<file path="src/rtl/parc_rob_param_if.sv">
// Bundle for the reorder buffer: allocate, fill, commit, flush and two
// register lookups. Handshakes transfer on a cycle where valid && ready are
// both high at the rising edge; ready never depends on valid in the same
// cycle, and valid may be raised or dropped freely between transfers.
interface parc_rob_param_if #(
  parameter int DEPTH = 16,
  parameter int DW    = 32,
  parameter int AW    = 5
);
  localparam int SW = $clog2(DEPTH);

  logic          alloc_val;
  logic          alloc_rdy;
  logic          alloc_wen;
  logic [AW-1:0] alloc_waddr;
  logic [SW-1:0] alloc_slot;

  logic          fill_val;
  logic [SW-1:0] fill_slot;
  logic [DW-1:0] fill_data;

  logic          commit_val;
  logic          commit_rdy;
  logic          commit_wen;
  logic [AW-1:0] commit_waddr;
  logic [DW-1:0] commit_data;

  logic          flush;

  logic [AW-1:0] src0_addr;
  logic          src0_hit;
  logic          src0_pend;
  logic [SW-1:0] src0_slot;
  logic [DW-1:0] src0_data;
  logic [AW-1:0] src1_addr;
  logic          src1_hit;
  logic          src1_pend;
  logic [SW-1:0] src1_slot;
  logic [DW-1:0] src1_data;

  logic [SW:0]   count;
  logic          full;
  logic          empty;

  modport master (
    output alloc_val, alloc_wen, alloc_waddr, fill_val, fill_slot, fill_data,
           commit_rdy, flush, src0_addr, src1_addr,
    input  alloc_rdy, alloc_slot, commit_val, commit_wen, commit_waddr,
           commit_data, src0_hit, src0_pend, src0_slot, src0_data,
           src1_hit, src1_pend, src1_slot, src1_data, count, full, empty
  );

  modport slave (
    input  alloc_val, alloc_wen, alloc_waddr, fill_val, fill_slot, fill_data,
           commit_rdy, flush, src0_addr, src1_addr,
    output alloc_rdy, alloc_slot, commit_val, commit_wen, commit_waddr,
           commit_data, src0_hit, src0_pend, src0_slot, src0_data,
           src1_hit, src1_pend, src1_slot, src1_data, count, full, empty
  );
endinterface

</file>
<file path="src/rtl/parc_rob_param.sv">
// Parameterised reorder buffer: in-order allocate/commit, out-of-order fill,
// and two youngest-producer lookups with same-cycle fill bypass.
module parc_rob_param #(
  parameter  int DEPTH = 16,
  parameter  int DW    = 32,
  parameter  int AW    = 5,
  localparam int SW    = $clog2(DEPTH)
) (
  input  logic            clk,
  input  logic            reset,
  parc_rob_param_if.slave rob
);

  logic [DEPTH-1:0] valid_q;
  logic [DEPTH-1:0] filled_q;
  logic [DEPTH-1:0] wen_q;
  logic [AW-1:0]    waddr_q [DEPTH];
  logic [DW-1:0]    data_q  [DEPTH];

  // Pointers carry one extra wrap bit so full and empty differ.
  logic [SW:0]   head_q;
  logic [SW:0]   tail_q;
  logic [SW:0]   count_w;
  logic [SW-1:0] head_idx;
  logic [SW-1:0] tail_idx;
  logic          full_w;
  logic          alloc_rdy_w;
  logic          commit_val_w;
  logic          alloc_fire;
  logic          commit_fire;
  logic          fill_ok;

  assign head_idx     = head_q[SW-1:0];
  assign tail_idx     = tail_q[SW-1:0];
  assign count_w      = tail_q - head_q;
  assign full_w       = (count_w == (SW+1)'(DEPTH));
  assign alloc_rdy_w  = !full_w && !rob.flush;
  assign commit_val_w = valid_q[head_idx] && filled_q[head_idx] && !rob.flush;
  assign alloc_fire   = rob.alloc_val && alloc_rdy_w;
  assign commit_fire  = commit_val_w && rob.commit_rdy;
  assign fill_ok      = rob.fill_val && valid_q[rob.fill_slot] && !filled_q[rob.fill_slot];

  always_ff @(posedge clk or negedge reset) begin
    if (!reset) begin
      valid_q  <= '0;
      filled_q <= '0;
      wen_q    <= '0;
      head_q   <= '0;
      tail_q   <= '0;
    end else if (rob.flush) begin
      valid_q <= '0;
      head_q  <= '0;
      tail_q  <= '0;
    end else begin
      // Alloc, fill and commit touch distinct slots: alloc targets an
      // invalid slot, fill only a valid one, commit only the filled head.
      if (alloc_fire) begin
        valid_q[tail_idx]  <= 1'b1;
        filled_q[tail_idx] <= !rob.alloc_wen;
        wen_q[tail_idx]    <= rob.alloc_wen;
        tail_q             <= tail_q + 1'b1;
      end
      if (fill_ok) begin
        filled_q[rob.fill_slot] <= 1'b1;
      end
      if (commit_fire) begin
        valid_q[head_idx] <= 1'b0;
        head_q            <= head_q + 1'b1;
      end
    end
  end

  // Payload storage is never reset; every read of it is gated by valid.
  always_ff @(posedge clk) begin
    if (alloc_fire) begin
      waddr_q[tail_idx] <= rob.alloc_waddr;
    end
    if (fill_ok && !rob.flush) begin
      data_q[rob.fill_slot] <= rob.fill_data;
    end
  end

  logic [AW-1:0] src_addr [2];
  logic [1:0]    src_hit;
  logic [1:0]    src_pend;
  logic [SW-1:0] src_slot [2];
  logic [DW-1:0] src_data [2];
  logic [SW-1:0] idx;

  assign src_addr[0] = rob.src0_addr;
  assign src_addr[1] = rob.src1_addr;

  // Walk oldest to youngest from head; the last match is the youngest.
  always_comb begin
    idx = '0;
    for (int n = 0; n < 2; n++) begin
      src_hit[n]  = 1'b0;
      src_pend[n] = 1'b0;
      src_slot[n] = '0;
      src_data[n] = '0;
      for (int i = 0; i < DEPTH; i++) begin
        idx = head_idx + SW'(i);
        if (valid_q[idx] && wen_q[idx] && (waddr_q[idx] == src_addr[n]) &&
            (src_addr[n] != '0)) begin
          src_hit[n]  = 1'b1;
          src_slot[n] = idx;
        end
      end
      if (src_hit[n]) begin
        if (!filled_q[src_slot[n]] && rob.fill_val && (rob.fill_slot == src_slot[n])) begin
          src_pend[n] = 1'b0;
          src_data[n] = rob.fill_data;
        end else begin
          src_pend[n] = !filled_q[src_slot[n]];
          src_data[n] = data_q[src_slot[n]];
        end
      end
    end
  end

  assign rob.alloc_rdy    = alloc_rdy_w;
  assign rob.alloc_slot   = tail_idx;
  assign rob.commit_val   = commit_val_w;
  assign rob.commit_wen   = commit_val_w && wen_q[head_idx];
  assign rob.commit_waddr = commit_val_w ? waddr_q[head_idx] : '0;
  assign rob.commit_data  = commit_val_w ? data_q[head_idx] : '0;
  assign rob.src0_hit     = src_hit[0];
  assign rob.src0_pend    = src_pend[0];
  assign rob.src0_slot    = src_slot[0];
  assign rob.src0_data    = src_data[0];
  assign rob.src1_hit     = src_hit[1];
  assign rob.src1_pend    = src_pend[1];
  assign rob.src1_slot    = src_slot[1];
  assign rob.src1_data    = src_data[1];
  assign rob.count        = count_w;
  assign rob.full         = full_w;
  assign rob.empty        = (count_w == '0);

endmodule

</file>
<file path="src/flat_wrapper.sv">
// flat-port wrapper written by rule: the top's interface ports become plain ports
module parc_rob_param_flat 
#(
  parameter  int DEPTH = 16,
  parameter  int DW    = 32,
  parameter  int AW    = 5,
  localparam int SW    = $clog2(DEPTH)
)
  (clk, reset, rob_alloc_val, rob_alloc_wen, rob_alloc_waddr, rob_fill_val, rob_fill_slot, rob_fill_data, rob_commit_rdy, rob_flush, rob_src0_addr, rob_src1_addr, rob_alloc_rdy, rob_alloc_slot, rob_commit_val, rob_commit_wen, rob_commit_waddr, rob_commit_data, rob_src0_hit, rob_src0_pend, rob_src0_slot, rob_src0_data, rob_src1_hit, rob_src1_pend, rob_src1_slot, rob_src1_data, rob_count, rob_full, rob_empty);
  parc_rob_param_if #(.DEPTH(DEPTH), .DW(DW), .AW(AW)) rob_i ();
  input  logic clk;
  input  logic reset;
  input wire logic [$bits(rob_i.alloc_val)-1:0] rob_alloc_val;
  input wire logic [$bits(rob_i.alloc_wen)-1:0] rob_alloc_wen;
  input wire logic [$bits(rob_i.alloc_waddr)-1:0] rob_alloc_waddr;
  input wire logic [$bits(rob_i.fill_val)-1:0] rob_fill_val;
  input wire logic [$bits(rob_i.fill_slot)-1:0] rob_fill_slot;
  input wire logic [$bits(rob_i.fill_data)-1:0] rob_fill_data;
  input wire logic [$bits(rob_i.commit_rdy)-1:0] rob_commit_rdy;
  input wire logic [$bits(rob_i.flush)-1:0] rob_flush;
  input wire logic [$bits(rob_i.src0_addr)-1:0] rob_src0_addr;
  input wire logic [$bits(rob_i.src1_addr)-1:0] rob_src1_addr;
  output wire logic [$bits(rob_i.alloc_rdy)-1:0] rob_alloc_rdy;
  output wire logic [$bits(rob_i.alloc_slot)-1:0] rob_alloc_slot;
  output wire logic [$bits(rob_i.commit_val)-1:0] rob_commit_val;
  output wire logic [$bits(rob_i.commit_wen)-1:0] rob_commit_wen;
  output wire logic [$bits(rob_i.commit_waddr)-1:0] rob_commit_waddr;
  output wire logic [$bits(rob_i.commit_data)-1:0] rob_commit_data;
  output wire logic [$bits(rob_i.src0_hit)-1:0] rob_src0_hit;
  output wire logic [$bits(rob_i.src0_pend)-1:0] rob_src0_pend;
  output wire logic [$bits(rob_i.src0_slot)-1:0] rob_src0_slot;
  output wire logic [$bits(rob_i.src0_data)-1:0] rob_src0_data;
  output wire logic [$bits(rob_i.src1_hit)-1:0] rob_src1_hit;
  output wire logic [$bits(rob_i.src1_pend)-1:0] rob_src1_pend;
  output wire logic [$bits(rob_i.src1_slot)-1:0] rob_src1_slot;
  output wire logic [$bits(rob_i.src1_data)-1:0] rob_src1_data;
  output wire logic [$bits(rob_i.count)-1:0] rob_count;
  output wire logic [$bits(rob_i.full)-1:0] rob_full;
  output wire logic [$bits(rob_i.empty)-1:0] rob_empty;
  assign rob_i.alloc_val = rob_alloc_val;
  assign rob_i.alloc_wen = rob_alloc_wen;
  assign rob_i.alloc_waddr = rob_alloc_waddr;
  assign rob_i.fill_val = rob_fill_val;
  assign rob_i.fill_slot = rob_fill_slot;
  assign rob_i.fill_data = rob_fill_data;
  assign rob_i.commit_rdy = rob_commit_rdy;
  assign rob_i.flush = rob_flush;
  assign rob_i.src0_addr = rob_src0_addr;
  assign rob_i.src1_addr = rob_src1_addr;
  assign rob_alloc_rdy = rob_i.alloc_rdy;
  assign rob_alloc_slot = rob_i.alloc_slot;
  assign rob_commit_val = rob_i.commit_val;
  assign rob_commit_wen = rob_i.commit_wen;
  assign rob_commit_waddr = rob_i.commit_waddr;
  assign rob_commit_data = rob_i.commit_data;
  assign rob_src0_hit = rob_i.src0_hit;
  assign rob_src0_pend = rob_i.src0_pend;
  assign rob_src0_slot = rob_i.src0_slot;
  assign rob_src0_data = rob_i.src0_data;
  assign rob_src1_hit = rob_i.src1_hit;
  assign rob_src1_pend = rob_i.src1_pend;
  assign rob_src1_slot = rob_i.src1_slot;
  assign rob_src1_data = rob_i.src1_data;
  assign rob_count = rob_i.count;
  assign rob_full = rob_i.full;
  assign rob_empty = rob_i.empty;
  parc_rob_param #(.DEPTH(DEPTH), .DW(DW), .AW(AW)) u_core (.clk(clk), .reset(reset), .rob(rob_i));
endmodule
</file>
<file path="config.mk">
export PLATFORM = sky130hd
export DESIGN_NAME = parc_rob_param_flat
export DESIGN_NICKNAME = d
export VERILOG_FILES = /design/src/rtl/parc_rob_param_if.sv /design/src/rtl/parc_rob_param.sv /design/src/flat_wrapper.sv
export SDC_FILE = /design/constraint.sdc
export NUM_CORES = 2
export LEC_CHECK = 0
export ABC_AREA = 1
export ABC_CLOCK_PERIOD_IN_PS = 9200
export CORE_ASPECT_RATIO = 1.1
export CORE_MARGIN = 3
export CORE_UTILIZATION = 55
export DETAILED_ROUTE_END_ITERATION = 8
export PLACE_DENSITY = 0.71
export SETUP_SLACK_MARGIN = 0.15
export SLEW_MARGIN = 30
export SYNTH_ARGS = -nofsm -noshare
export SYNTH_HDL_FRONTEND = slang
export SYNTH_SLANG_ARGS = --single-unit
export TNS_END_PERCENT = 5
</file>
<file path="constraint.sdc">
create_clock -name clk -period 9.2 [get_ports clk]
set_input_delay 1.84 -clock clk [delete_from_list [all_inputs] [get_ports clk]]
set_output_delay 1.84 -clock clk [all_outputs]
set_load 0.05 [all_outputs]
</file>
; ---- Word level (Yosys, flattened, before mapping)
; Memories as Yosys holds them, arrays and structs flattened.
; Cells that the tools add are included.
[totals]
reg_bits = 58
mem_bits_rw = 592
out_inout_bits = 127
mem_count = 2
[mem_list]
columns = name, depth, width, rd, rd_ports_with_merged_regs, write_ports, line
row1 = u_core.data_q, 16, 32, 3, 0, 1, parc_rob_param.sv:18  ; logic [DW-1:0] data_q [DEPTH];
row2 = u_core.waddr_q, 16, 5, 16, 0, 1, parc_rob_param.sv:17  ; logic [AW-1:0] waddr_q [DEPTH];
[op_classes]
n_lt_le_gt_ge = 23
add_sub_neg = 18
n_reduce_logical = 108
mux = 171
eq_ne = 35
n_bitwise = 5
[ops]
columns = operator, count
row1 = 5-bit == test, 32
row2 = 32-bit 2-to-1 mux, 5
row3 = 1-bit binary-select mux with 4-bit select, 37
row4 = 4-bit 2-to-1 mux, 32
row5 = 16-bit 2-to-1 mux, 7
row6 = 4-bit by 5-bit less-than comparator with 1-bit output (second input constant), 20
row7 = 1-bit logical AND, 96
row8 = 1-bit 2-to-1 mux, 80
row9 = 4-bit adder (second input constant), 8
row10 = 16-bit bitwise mux, 2
row11 = 16-bit bitwise OR, 2
row12 = 5-bit 2-to-1 mux, 5
row13 = 4-bit by 3-bit adder with 4-bit output (second input constant), 4
row14 = 16-bit AND, 1
row15 = 16-bit NOT, 1
row16 = 1-bit demux with 4-bit select, 3
row17 = 4-bit by 1-bit greater-or-equal comparator with 1-bit output (second input constant), 3
row18 = 5-bit by 1-bit adder with 5-bit output (second input constant), 2
row19 = 5-bit nonzero test, 2
row20 = 4-bit by 2-bit adder with 4-bit output (second input constant), 2
row21 = 4-bit == test, 2
row22 = 1-bit logical NOT, 6
row23 = 5-bit == test (second input constant), 1
row24 = 5-bit logical NOT, 1
row25 = other kinds (5), 6

; ---- Longest topological paths before layout
[depth]
ltp_word = 28
mapped_depth = 51

; ---- Worst setup path before layout
; OpenSTA, ideal clock, no wires.
[synth_path]
path_type = reg2out
startpoint = register u_core.head_q[0]
endpoint = output rob_src1_data[22]
path_buffers = 10
t_arrival_ps = 6422
required_time_ps = 7360
setup_slack_ps = 938
path_stages_with_launch = 43
path_cell_list = dfrtp_1 inv_2 buf_6 buf_2 buf_1 clkbuf_1 clkbuf_1 clkbuf_1 clkbuf_1 ha_1 buf_2 inv_2 buf_2 nand3_1 nand3_1 o21a_1 nand2_1 nand2_1 (+7 left out) nand2_1 nand2_1 o21ai_0 nand2_1 nand2_1 nand2_1 nand2_1 nand2_1 nand2_1 nand2_1 nand2_1 nand2_2 clkinv_1 clkbuf_1 nand3_1 nand2_1 a21oi_1 nor2_1
[synth_between]
elab_chain_len = 28
[synth_rtl]
columns = element, line
row1 = "start, declared", parc_rob_param.sv:21  ; logic [SW:0] head_q;
row2 = "start signal, assigned", parc_rob_param.sv:68  ; head_q <= head_q + 1'b1;
row3 = "parallel branches: the longest is 20 deep, another holds memory 16 x 5 bit", n/a
row4 = 4-bit 2-to-1 mux (*), parc_rob_param.sv:103  ; if (valid_q[idx] && wen_q[idx] && (waddr_q[idx] == src_addr[n]) &&
row5 = via rob_src1_slot[3], flat_wrapper.sv:35  ; output wire logic [$bits(rob_i.src1_slot)-1:0] rob_src1_slot;
row6 = 1-bit binary-select mux with 4-bit select, parc_rob_param.sv:110  ; if (!filled_q[src_slot[n]] && rob.fill_val && (rob.fill_slot == src_slot[n])) begin
row7 = 1-bit 2-to-1 mux (implied by the code), parc_rob_param.sv:110
row8 = 1-bit logical NOT, parc_rob_param.sv:110
row9 = 1-bit logical AND (2 in series), parc_rob_param.sv:110
row10 = 32-bit 2-to-1 mux (*), parc_rob_param.sv:110
row11 = 32-bit 2-to-1 mux (*), parc_rob_param.sv:109  ; if (src_hit[n]) begin
row12 = "end, declared", flat_wrapper.sv:36  ; output wire logic [$bits(rob_i.src1_data)-1:0] rob_src1_data;
; Mark *: on every way through the listed nets, which the timed path passes. The select of a mux whose other input is x is not followed.

; ---- Final worst setup path
[layout_path]
startpoint = register u_core.head_q[1]
endpoint = output rob_src0_data[30]
[layout_between]
elab_chain_len = 28
[layout_rtl]
columns = element, line
row1 = "parallel branches: the longest is 27 deep, another holds memory 16 x 5 bit", n/a
row2 = 32-bit 2-to-1 mux (*), parc_rob_param.sv:109
row3 = "end, declared", flat_wrapper.sv:32  ; output wire logic [$bits(rob_i.src0_data)-1:0] rob_src0_data;
; Every way passes the cells marked *. The select of a mux whose other input is x is not followed.

==> results_tabular.tex <==
\begin{tabular}{lr}
\hline
Metric & Value \\
\hline
\multicolumn{2}{l}{\textbf{Worst setup path}} \\
\quad Critical path origin & u\_core.head\_q[1]\$\_DFFE\_PN0P\_ \\
\quad Start-to-end type of the worst setup path & flop to output port \\
\quad Worst setup path endpoint & rob\_src0\_data[30] \\
\quad CP Capture Type & output port \\
\quad Category of the worst setup path launch point & flop \\
\quad R2R Path End & u\_core.valid\_q[7]\$\_DFF\_PN0\_ \\
\quad Data arrival time of the critical path & 7.18 ns \\
\quad Worst Reg2Reg Path Length in Cells & 16 \\
\quad Worst-path fanout max & 66 \\
\quad Data required, critical path & 7.36 ns \\
\quad Start of the worst register-to-register path & u\_core.head\_q[0]\$\_DFFE\_PN0P\_ \\
\quad Register-to-Register Setup Slack & 3.65 ns \\
\multicolumn{2}{l}{\textbf{Routing}} \\
\quad DR vias/cell & 6.50 \\
\quad Antenna-violating nets left & 0 \\
\quad Detailed Route Iter0 Violations & 8,312 \\
\quad Detailed-route wire length & 219,000 um \\
\quad DR DRC count & 2 \\
\quad Vias & 53,400 \\
\quad Routed wirelength normalized by instance count & 26.7 um \\
\quad DRT Pass-1 Iters & 9 \\
\multicolumn{2}{l}{\textbf{STA}} \\
\quad Final period utilization & 98.1\% \\
\quad Headroom to the max-slew limit & 28.9\% \\
\quad Worst hold slack across all endpoints & 0.501 ns \\
\quad Setup TNS after final layout & 0 ns \\
\quad Final Critical Period & 9.02 ns \\
\quad Max-slew violation count & 0 \\
\quad Setup repair after global routing missed its margin & yes \\
\quad Actual slew at the worst max-slew pin & 1.06 ns \\
\quad Number of hold violations in the final report & 0 \\
\quad Final setup viols & 0 \\
\quad Max Clock Freq & 0.111 GHz \\
\quad Worst Clk Skew & 0.0232 ns \\
\multicolumn{2}{l}{\textbf{Clocking}} \\
\quad CTS tree & yes \\
\quad Deepest clock path buffer count & 3 \\
\quad Number of H-tree branching levels & 3 \\
\quad Sinks on Clock Net & 650 \\
\quad Source-to-sink clock delay at the later pin of the worst-skew pair & 0.66 ns \\
\quad Post-CTS Hold Buffers & 0 \\
\quad Clock buffers created by TritonCTS & 73 \\
\quad Root buffer selected by CTS & clkbuf\_16 \\
\quad Clock-pin slew of the registers on the worst-case setup and hold paths & 0.06 ns \\
\multicolumn{2}{l}{\textbf{Synth}} \\
\quad Number of synthesized flops with an enable pin & 592 \\
\quad Average cell area after synthesis & 6.95 um\^{}2 \\
\quad FFs w/ async S/R, synth & 8.92\% \\
\quad Sequential area share after synthesis & 38.9\% \\
\quad Register bit total from synthesis & 650 \\
\quad Number of warnings issued by yosys & 0 \\
\quad Post-synthesis cell type count & 62 \\
\quad Net count after synthesis & 7,186 \\
\quad Main synth FF type & edfxtp\_1 \\
\quad Post-synthesis cell count & 7,106 \\
\quad Mapped Area & 0.0494 mm\^{}2 \\
\multicolumn{2}{l}{\textbf{Global route}} \\
\quad First-pass GRT wire length & 315,000 um \\
\quad Via count of the first global-routing pass & 49,300 \\
\quad Antenna violations before repair & 4 \\
\quad Maximum number of pins on one net before global-route repair & 206 \\
\quad Grt total ovfl & 0 \\
\quad Total GRT Usage & 45.0\% \\
\multicolumn{2}{l}{\textbf{Cells and area}} \\
\quad Layout Nets & 7,081 \\
\quad Fillcell total & 7,855 \\
\quad Core Util, Final & 62.7\% \\
\quad Layout-stage area growth over the synthesis result & 12.2\% \\
\quad Share of layout cells above drive strength 1 & 7.52\% \\
\multicolumn{2}{l}{\textbf{Power}} \\
\quad Worst IR drop on VDD & 176 uV \\
\quad Final Total Pwr & 7.46 mW \\
\quad Power density relative to cell area & 135 mW/mm\^{}2 \\
\quad Static leakage & 24.0 nW \\
\multicolumn{2}{l}{\textbf{Run}} \\
\quad Reported max-cap violation count & 0 \\
\multicolumn{2}{l}{\textbf{Floorplanning}} \\
\quad Width of the die & 292 um \\
\quad Starting Density & 55.9\% \\
\quad Die Height & 320 um \\
\quad Area of the placeable core & 0.0884 mm\^{}2 \\
\quad Floorplan die area & 0.0935 mm\^{}2 \\
\quad Boundary Pins & 185 \\
\quad Total number of placement rows & 114 \\
\multicolumn{2}{l}{\textbf{Placed design}} \\
\quad Final estimated routing congestion in global placement & 1.10 \\
\quad Port Buffers & 184 \\
\quad Detailed placement HPWL & 132,000 um \\
\multicolumn{2}{l}{\textbf{Outcome}} \\
\quad Violations in the final reports & design-rule violations \\
\quad Result of the run & finished, violations left \\
\multicolumn{2}{l}{\textbf{Min path}} \\
\quad Hold/Removal Path Class & flop to flop \\
\hline
\end{tabular}
==> synth_stat cells (5+ instances only) <==
library cell	n	area (um^2)
nand2_4	5	56.3
a31oi_1	52	325
buf_6	27	304
inv_1	765	2870
o21ai_0	529	2650
a211oi_1	17	128
nor4_1	7	43.8
buf_2	162	811
a21oi_1	378	1890
edfxtp_1	592	17800
dfrtp_1	58	1450
nor2_1	240	901
buf_4	23	173
nor2_2	5	31.3
a311oi_1	24	210
xor2_1	117	1020
or2_2	72	450
xor2_2	5	81.3
o221ai_1	9	78.8
nand4_1	242	1510
nand3b_1	34	255
nand3_1	1294	6480
a221oi_1	9	78.8
nand2_1	1953	7330
clkinv_1	23	86.3
nand3_2	6	60.1
inv_2	24	90.1
nand2_2	10	62.6
clkbuf_1	242	908
a22oi_1	8	60.1
clkbuf_2	7	35.0
nor3_1	15	75.1
ha_1	21	263
nor3_2	5	50.1
o21ai_1	16	80.1
o22ai_1	11	68.8
buf_1	60	225
==> how the worst min path moves through the flow <==
stage               slack (ns)  cells past startpoint                            to                          from
CTS                       0.50                      1  u_core.tail_q[4]$_DFFE_PN0P_  u_core.tail_q[4]$_DFFE_PN0P_
global route              0.53                      1  u_core.tail_q[4]$_DFFE_PN0P_  u_core.tail_q[4]$_DFFE_PN0P_
global placement          0.47                      1  u_core.tail_q[4]$_DFFE_PN0P_  u_core.tail_q[4]$_DFFE_PN0P_
floorplan                 0.45                      1  u_core.tail_q[4]$_DFFE_PN0P_  u_core.tail_q[4]$_DFFE_PN0P_
detailed placement        0.49                      2   u_core.wen_q[5]$_DFFE_PN0P_   u_core.wen_q[5]$_DFFE_PN0P_
finish                    0.50                      1  u_core.tail_q[4]$_DFFE_PN0P_  u_core.tail_q[4]$_DFFE_PN0P_
==> cells by family after synthesis <==
group                    count (synthesis)  synth area share, %
AO/OA/AOI/OAI                         1068                 11.5
XOR/XNOR                               128                 2.44
adder cells (fa/ha/maj)                 22                0.572
buffers and inverters                 1336                 11.2
flip-flops                             650                 38.9
AND/OR/NAND/NOR                       3902                 35.3
==> power by group <==
group          switching [mW]  total [mW]  internal, mW
combinational           0.838        1.16         0.325
sequential             0.0306        3.28          3.25
clock                    1.29        3.02          1.73
==> placed cells by master (no fill, tap or decap), types with 72 or more instances in the layout <==
| cell | synthesis | routed |
|---|---|---|
| nand3_1 | 1294 | 1291 |
| xor2_1 | 117 | 117 |
| nand4_1 | 242 | 242 |
| buf_4 | 23 | 119 |
| clkbuf_16 | 0 | 79 |
| edfxtp_1 | 592 | 592 |
| o21ai_0 | 529 | 526 |
| inv_1 | 765 | 764 |
| a21oi_1 | 378 | 377 |
| nor2_1 | 240 | 220 |
| or2_2 | 72 | 72 |
| clkdlybuf4s50_1 | 0 | 109 |
| buf_12 | 0 | 90 |
| nand2_1 | 1953 | 1946 |
==> final cells by class <==
| cell class | instances | area, um^2 | area share, % |
|---|---|---|---|
| sequential | 650 | 19200 | 34.7 |
| clock inverter | 43 | 438 | 0.790 |
| multi-input combinational | 5121 | 25000 | 45.1 |
| antenna | 1 | 2.50 | 0.00452 |
| tap | 1160 | 1450 | 2.62 |
| inverter | 814 | 3100 | 5.59 |
| timing repair buffer | 341 | 4230 | 7.63 |
| clock buffer | 90 | 1970 | 3.56 |
==> flip-flops by register name, summed over array words and instances, names as in the netlist <==
| register | cells |
|---|---|
| u_core.data_q | 512 |
| u_core.waddr_q | 80 |
| u_core.filled_q | 16 |
| u_core.valid_q | 16 |
| u_core.wen_q | 16 |
| u_core.head_q | 5 |
| u_core.tail_q | 5 |
==> routing by layer <==
layer	vias up	GRT usage, %	share of wire (%)
li1	23700	-	-
met1	24200	52.6	33
met2	4291	69.6	43
met3	1234	11.2	14
met4	2	38.4	10
met5	-	0	0.0059
==> worst max-delay path, cell delays in order, from the launching register on <==
cell and delay [ns]:
dfrtp_4 0.54, inv_8 0.24, ha_2 0.25, buf_6 0.35, buf_4 0.40, nand3_1 0.16, nand2_1 0.08, nor2_1 0.04
a31oi_1 0.46, nand2_1 0.10, nand2_1 0.13, xor2_1 0.15, nor2_1 0.06, nand3_1 0.23, clkinv_1 0.30, nand2_4 0.55
buf_6 0.68, buf_4 0.60, nand3_1 0.14, nand4_1 0.14, nand3_1 0.09, nand2_1 0.09, nand2_1 0.05, nand2_1 0.19
nand2_1 0.09, clkinv_1 0.05, nor2_1 0.06, buf_12 0.15
==> metrics by stage <==
stage	cells	setup slack [ns]	instance area, um^2
after global routing	8219	0.0951	55400
after detailed placement	8078	0.318	52700
after global placement	8074	0.388	52600
after CTS	8211	0.129	55100
after floorplan	7106	0.938	49400
final	8220	0.177	55400
==> what timing repair did <==
item,4_1_cts,5_1_grt
gates cloned,0,4
buffers inserted,0,2
endpoints found under the hold margin,0,0
endpoints found under the setup margin,26,65
resized for setup,2,30
pin swaps,0,2
Note: power is estimated with default switching activity, not from simulation.
